**config.mk**
```make
export PLATFORM = sky130hd
export DESIGN_NAME = fetch_stage
export DESIGN_NICKNAME = d
export VERILOG_FILES = /design/src/rtl/fetch_stage.sv
export SDC_FILE = /design/constraint.sdc
export NUM_CORES = 1
export LEC_CHECK = 0
export CORE_MARGIN = 3
export CORE_UTILIZATION = 45
export CTS_CLUSTER_DIAMETER = 80
export DETAILED_ROUTE_END_ITERATION = 8
export PLACE_DENSITY = 0.9
export SETUP_SLACK_MARGIN = 0.1
export SLEW_MARGIN = 0
export SYNTH_ARGS = -nofsm -noshare
export SYNTH_HDL_FRONTEND = slang
export SYNTH_SLANG_ARGS = --single-unit
```
**constraint.sdc**
```tcl
create_clock -name clk -period 2.7 [get_ports clk]
set_clock_uncertainty 0.15 [all_clocks]
set_input_delay 0.675 -clock clk [delete_from_list [all_inputs] [get_ports clk]]
set_output_delay 0.675 -clock clk [all_outputs]
set_load 0.01 [all_outputs]
```
**src/rtl/fetch_stage.sv**
```systemverilog
// Instruction fetch stage: owns the PC and exec mask, fetches one word at a time
// and hands {pc, insn, mask} packets to decode. INIT_FETCH_COUNT sets the reset value of fetch_count (default 0).
module fetch_stage #(
  parameter int                CORE_ID          = 0,
  parameter logic [63:0]       RESET_PC         = 64'h0,
  parameter int                MASK_W           = 8,
  parameter logic [MASK_W-1:0] RESET_MASK       = '1,
  parameter logic [31:0]       INIT_FETCH_COUNT = 32'h0
) (
  input  logic              clk,
  input  logic              rst_n,
  output logic              mem_req_valid,
  input  logic              mem_req_ready,
  output logic [63:0]       mem_req_addr,
  input  logic              mem_rsp_valid,
  input  logic [31:0]       mem_rsp_data,
  output logic              dec_valid,
  input  logic              dec_ready,
  output logic [63:0]       dec_pc,
  output logic [31:0]       dec_insn,
  output logic [MASK_W-1:0] dec_exec_mask,
  input  logic              redirect_valid,
  input  logic [63:0]       redirect_pc,
  input  logic [MASK_W-1:0] redirect_mask,
  input  logic              halt,
  output logic              halted,
  output logic [31:0]       fetch_count
);

  typedef enum logic [1:0] {S_REQ, S_WAIT, S_SEND, S_HALTED} state_t;

  state_t            r_state, w_state_nx;
  logic [63:0]       r_pc, w_pc_nx;
  logic [MASK_W-1:0] r_mask, w_mask_nx;
  logic [31:0]       r_insn, w_insn_nx;
  logic              r_squash, w_squash_nx;
  logic [31:0]       r_fetch_count, w_count_nx;
  logic              r_live;
  logic              w_req_fire;

  // r_live keeps the request low for the reset cycle even though state is REQ.
  assign mem_req_valid = r_live && (r_state == S_REQ);
  assign mem_req_addr  = r_pc;
  assign dec_valid     = (r_state == S_SEND);
  assign dec_pc        = dec_valid ? r_pc   : '0;
  assign dec_insn      = dec_valid ? r_insn : '0;
  assign dec_exec_mask = dec_valid ? r_mask : '0;
  assign halted        = (r_state == S_HALTED);
  assign fetch_count   = r_fetch_count;
  assign w_req_fire    = mem_req_valid && mem_req_ready;

  always_comb begin
    w_state_nx  = r_state;
    w_pc_nx     = r_pc;
    w_mask_nx   = r_mask;
    w_insn_nx   = r_insn;
    w_squash_nx = r_squash;
    w_count_nx  = r_fetch_count;
    unique case (r_state)
      S_REQ: begin
        if (redirect_valid) begin
          w_pc_nx   = redirect_pc;
          w_mask_nx = redirect_mask;
        end
        if (w_req_fire) begin
          w_state_nx  = S_WAIT;
          w_squash_nx = redirect_valid;
        end
      end
      S_WAIT: begin
        if (redirect_valid) begin
          w_pc_nx   = redirect_pc;
          w_mask_nx = redirect_mask;
        end
        if (mem_rsp_valid) begin
          if (r_squash || redirect_valid) begin
            w_state_nx  = S_REQ;
            w_squash_nx = 1'b0;
          end else begin
            w_insn_nx  = mem_rsp_data;
            w_state_nx = S_SEND;
          end
        end else if (redirect_valid) begin
          w_squash_nx = 1'b1;
        end
      end
      S_SEND: begin
        if (dec_ready) begin
          w_count_nx = r_fetch_count + 32'd1;
          w_pc_nx    = redirect_valid ? redirect_pc : r_pc + 64'd4;
          if (redirect_valid) w_mask_nx = redirect_mask;
          w_state_nx = S_REQ;
        end else if (redirect_valid) begin
          w_pc_nx    = redirect_pc;
          w_mask_nx  = redirect_mask;
          w_state_nx = S_REQ;
        end
      end
      S_HALTED: begin
      end
    endcase
    // Halt wins over redirect, but a transfer in the same cycle still counts.
    if (halt && (r_state != S_HALTED)) begin
      w_state_nx  = S_HALTED;
      w_pc_nx     = r_pc;
      w_mask_nx   = r_mask;
      w_squash_nx = 1'b0;
    end
  end

  always_ff @(posedge clk or negedge rst_n) begin
    if (!rst_n) begin
      r_state       <= S_REQ;
      r_pc          <= RESET_PC;
      r_mask        <= RESET_MASK;
      r_insn        <= '0;
      r_squash      <= 1'b0;
      r_fetch_count <= INIT_FETCH_COUNT;
      r_live        <= 1'b0;
    end else begin
      r_state       <= w_state_nx;
      r_pc          <= w_pc_nx;
      r_mask        <= w_mask_nx;
      r_insn        <= w_insn_nx;
      r_squash      <= w_squash_nx;
      r_fetch_count <= w_count_nx;
      r_live        <= 1'b1;
    end
  end

  a_rsp_in_wait: assert property (@(posedge clk) disable iff (!rst_n)
    mem_rsp_valid |-> (r_state == S_WAIT || r_state == S_HALTED))
    else $error("fetch_stage[%0d]: mem_rsp_valid with no request outstanding", CORE_ID);

endmodule

```
* Yosys cells after proc, flatten, opt, wreduce, memory -nomap -nowiden
Index checks and enable logic that the tools add are counted.
** Cells by class
- $add $sub $neg :: 2
- Eq/ne operators :: 9
- Muxes and demuxes :: 20
- Bitwise operators :: 2
- Reductions and logical operators :: 16
** Operator list (number)
- 64-bit two-way mux :: 4
- 64-bit one-hot mux with 2 select lines :: 1
- 64-bit by 3-bit adder with 64-bit output (second input constant) :: 1
- 32-bit by 1-bit adder with 32-bit output (second input constant) :: 1
- 32-bit two-way mux :: 1
- 2-bit two-way mux :: 6
- 8-bit two-way mux :: 1
- 4-bit != test (second input constant) :: 2
- 4-bit AND reduction :: 2
- 2-bit one-hot mux with 3 select lines :: 1
- 3-bit AND reduction :: 2
- 1-bit two-way mux :: 5
- 2-bit == test (second input constant) :: 2
- 4-bit by 1-bit != test with 1-bit output (second input constant) :: 1
- 2-bit AND reduction :: 2
- 4-bit nonzero test :: 1
- 1-bit logical AND :: 3
- 3-bit by 2-bit != test with 1-bit output (second input constant) :: 1
- 3-bit != test (second input constant) :: 1
- 3-bit nonzero test :: 1
- 3-bit OR reduction :: 1
- 2-bit by 1-bit == test with 1-bit output (second input constant) :: 1
- 2-bit zero test :: 1
- 2-bit != test (second input constant) :: 1
- other kinds (5) :: 6
** Storage, ports and cells
- Bits in registers :: 140
- Input port bits :: 111
- Output and inout bits :: 203
- Logic and storage cells :: 56

* Longest topological paths before layout
- Depth after elaboration :: 6
- Gate-level depth with buffers :: 8

* Least setup slack after synthesis
OpenSTA, ideal clock, no wires.
- Kind :: register -> output
- From :: reg r_state[0]
- To :: out dec_pc[48]
- Arrival :: 1.628 ns
- Required time :: 1.875 ns
- Setup slack :: 0.247 ns
- Cell stages (with the launch flop) :: 7
- Buffers on the path :: 3
- Cell sequence :: dfrtp_1 -> inv_1 -> ha_1 -> clkbuf_1 -> clkbuf_1 -> clkbuf_1 -> and2_1
** Between the ends
- Cells in the longest elaborated chain, start to end :: 2
** RTL lines
- from (decl) :: line 32 : state_t r_state, w_state_nx;
- from (signal assigned) :: line 121 : r_state <= w_state_nx;
- 2-bit == test :: line 44 : assign dec_valid = (r_state == S_SEND);
- named net dec_valid :: line 17 : output logic dec_valid,
- 64-bit two-way mux :: line 45 : assign dec_pc = dec_valid ? r_pc : '0;
- to (decl) :: line 19 : output logic [63:0] dec_pc,
The timed path passes the listed nets, and every way through them passes these cells.

* Worst setup path in the final report
- From :: reg r_state[0]
- To :: out dec_pc[0]
** Between the ends
- Cells in the longest elaborated chain, start to end :: 2
** RTL lines (line)
- 2-bit == test :: 44
- 64-bit two-way mux :: 45
Every way passes these cells.

==> run_results.csv <==
group,metric,value,unit
power,max-vdd-ir-drop,521,uV
timing,finalHoldWorstSlack,-0.0114,ns
run_status,outcome,"finished with violations",
run_status,violations,"negative hold slack",
placement,gp_congestion,0.909,
worst_setup_path,cells_along_the_critical_path,"inv_2, ha_4, buf_6, buf_12, buf_16, buf_6, and2_4, buf_6",
worst_setup_path,crit_required,1.88,ns
global_routing,grt_antenna_before_repair,2,
routing,drc,0,
global_routing,first_global_vias,9049,
clocking,cts_made_buffers,17,
final_layout,register_area,3510,sq um
timing,hold_violations,11,
worst_setup_path,startpoint_type_of_the_worst_setup_path,"flip-flop",
routing,route.layer.met1.wl,12600,microns
synth,synthCells,936,
routing,routed-wl-met2,15400,microns
die,design.die.area,20300,sq um
routing,wirelength,32400,microns
clocking,tritoncts_num_sinks,140,
routing,route.met3.wl,3320,microns
die,initial_core_util,0.462,
synth,ys_async_sr_fraction,1.00,
synth,synth_common_cells,"132 x sky130_fd_sc_hd__dfrtp_1, 116 x sky130_fd_sc_hd__and2_1, 87 x sky130_fd_sc_hd__nand2_1",
final_layout,number_of_nets_in_the_finished_design,1408,
timing,min_period,2.60,ns
synth,synth.most_common_cell,"sky130_fd_sc_hd__dfrtp_1",
global_routing,grt_use_total,0.304,
synth,synthDominantCellAreaShare,0.394,
synth,synth.avg_cell_area,8.95,sq um
timing,final.setup.worst_slack,0.0961,ns
worst_setup_path,crit_path_frequent_cell,"sky130_fd_sc_hd__buf_6",
clocking,cts_htree_levels,4,
worst_setup_path,cp-end-kind,"output pin",
flow_run,max-cap-violations,0,
worst_setup_path,crit_arrival,1.78,ns
clocking,insertion_delay,0.43,ns
worst_setup_path,crit_fanout,7,
power,power_density,971,nW/um^2
clocking,clockRootBuffer,"sky130_fd_sc_hd__clkbuf_16",
routing,routed_via_density,6.07,
final_layout,antenna_diodes,0,
placement,io_buffers,313,
die,core.rowCount,49,
die,dieHeight,142,microns
timing,fin_crit_sh,0.964,
clocking,clkSlewWorstSetupHoldPaths,0.06,ns
final_layout,area_of_the_multi_input_gates,4700,sq um
routing,route.detailed.wl_per_inst,21.2,microns
timing,grt_setup_unrepaired,"yes",
worst_setup_path,crit_path_top_delay_cell,"sky130_fd_sc_hd__dfrtp_1",
routing,dr.max_layer_used,"met5",
timing,achievable-frequency,0.384,GHz
routing,first_iter_violations,935,
timing,worstMarginPinSlew,0.657,ns
timing,max_slew_margin,0.558,
die,chipWidth,142,microns
synth,synth.lib_cells_used.distinct,61,
final_layout,n_fill_cell,1315,
synth,synth_nets,1053,
synth,synth_largest_area_cell,"sky130_fd_sc_hd__dfrtp_1",
worst_setup_path,crit_start,"r_state[0]$_DFFE_PN0P_",
clocking,hold_buffers,0,
clocking,tritoncts,"built",
synth,ys_seq_elements,140,
final_layout,layout-area-overhead-vs-synth,54.9,%
synth,synth_area_leaders,"sky130_fd_sc_hd__dfrtp_1 39%, sky130_fd_sc_hd__and2_1 8.7%, sky130_fd_sc_hd__mux2_2 4.4%, sky130_fd_sc_hd__nand2_1 3.9%, sky130_fd_sc_hd__nand3_1 3.5%",
synth,number_of_warnings_reported_in_the_yosys_synthesis_log,0,
power,power.leakage,5.80,nW
synth,synth_edf_count,0,
placement,post-place-ws,-0.197,ns
clocking,clock_tree.buffer_depth,2,
final_layout,fin_util,0.715,
timing,drv_slew,0,
placement,dpl_cell_area,12200,sq um
routing,post_detailed_route_count_of_antenna_violating_nets,0,
global_routing,grt_first_pass_wirelength,49200,microns
placement,detailedPlacementHpwl,21600,microns
synth,synth_ff_type,"sky130_fd_sc_hd__dfrtp_1",
worst_hold_path,worst_hold_path_type,"in2async",
routing,first_pass_iters,5,
global_routing,grt_max_degree,59,
timing,timing.final.setup_violations,0,
die,top_level_ports,314,
synth,seq_area_frac_synth,0.419,
global_routing,grt_overflow,0,
worst_setup_path,worst_path_largest_cell_delay,0.37,ns
die,floorplan.core_area,18100,sq um
final_layout,finalInstanceArea,13000,sq um
final_layout,ratio_of_cells_with_drive_above_1_in_the_final_layout,0.221,
worst_setup_path,critPathKind,"reg2out",
routing,vias,9303,
worst_setup_path,r2r-start,"r_state[0]$_DFFE_PN0P_",
synth,synthesis.area,8380,sq um
==> cells in the final DEF, fill, tap and decap left out, drive strengths merged, types with 4 or more instances in the layout <==
cell	count
a211oi	4
a21oi	48
a22oi	5
a31oi	8
a41oi	4
and2	116
and3	40
and4	10
buf	160
clkbuf	25
clkdlybuf4s50	204
clkinv	6
dfrtp	132
dfstp	8
dlygate4sd2	28
ha	6
inv	20
mux2	33
mux2i	11
nand2	87
nand3	62
nand4	42
nor2	43
nor3	19
nor4	13
o211ai	14
o21ai	26
o22ai	19
o311ai	15
or3	7
or4	10
xnor2	16
xor2	15
==> final cells by class <==
cell class | count | area share
inverter | 20 | 0.00578
multi-input combinational | 714 | 0.362
timing repair buffer | 398 | 0.293
clock inverter | 10 | 0.0107
tap | 229 | 0.0221
sequential | 140 | 0.271
clock buffer | 22 | 0.0365
==> path summary, 6_finish.rpt <==
kind	end	slack (ns)	depth (start not counted)
worst max-delay path	dec_pc[0]	0.1	8
worst min-delay path	fetch_count[27]$_DFFE_PN0P_	-0.01	1
worst max register to register	mem_req_addr[57]$_DFFE_PN0P_	0.19	11
worst min register to register	r_mask[4]$_DFFE_PN1P_	0.30	2
max in group asynchronous	r_mask[5]$_DFFE_PN1P_	1.66	2
min in group clk	r_mask[4]$_DFFE_PN1P_	0.30	2
==> report_power, final <==
part	internal, mW	leakage, nW	switching (mW)	total (mW)
logic	3.27	3.81	2.85	6.12
clock network	1.53	0.300	0.918	2.44
registers	2.92	1.69	1.12	4.04
==> worst max-delay path, delay by kind of cell, from the launching register on <==
kind | cells | cell delay [ns]
simple gates | 1 | 0.12
flops | 1 | 0.37
buf+inv | 6 | 0.68
fa+ha+maj | 1 | 0.18
==> flip-flops by register name, summed over array words and instances (netlist names) <==
signal        flops
fetch_count      32
mem_req_addr     64
r_insn           32
r_live            1
r_mask            8
r_squash          1
r_state           2
==> stage by stage <==
step	std cells	setup TNS, ns	power, mW
finish	1533	0	12.6
global route	1533	0	13.3
CTS	1530	-0.336	12.3
detailed placement	1477	-2.04	9.58
global placement	1477	-0.950	9.39
floorplan	936	0	6.40
==> logic make-up after synthesis <==
kind of cell,count (synthesis),share of synthesized area
buf+inv,82,0.0378
fa+ha+maj,6,0.00896
compound gates,169,0.132
xor+xnor,31,0.0324
other cells,1,0.000447
simple gates,463,0.312
mux,44,0.0575
flops,140,0.419
==> repair_timing <==
action | 4_1_cts | 5_1_grt
resized for setup | 371 | 40
pin swaps | 5 | 1
gates cloned | 7 | 3
endpoints found under the setup margin | 113 | 111
setup buffers | 14 | 2
==> routing by layer <==
| metal | vias to the layer above | track usage |
|---|---|---|
| met5 | - | 0 |
| met4 | 4 | 0.115 |
| met3 | 90 | 0.0739 |
| met2 | 677 | 0.498 |
| met1 | 4397 | 0.392 |
| li1 | 4135 | - |
Note: power is estimated with default switching activity, not from simulation.
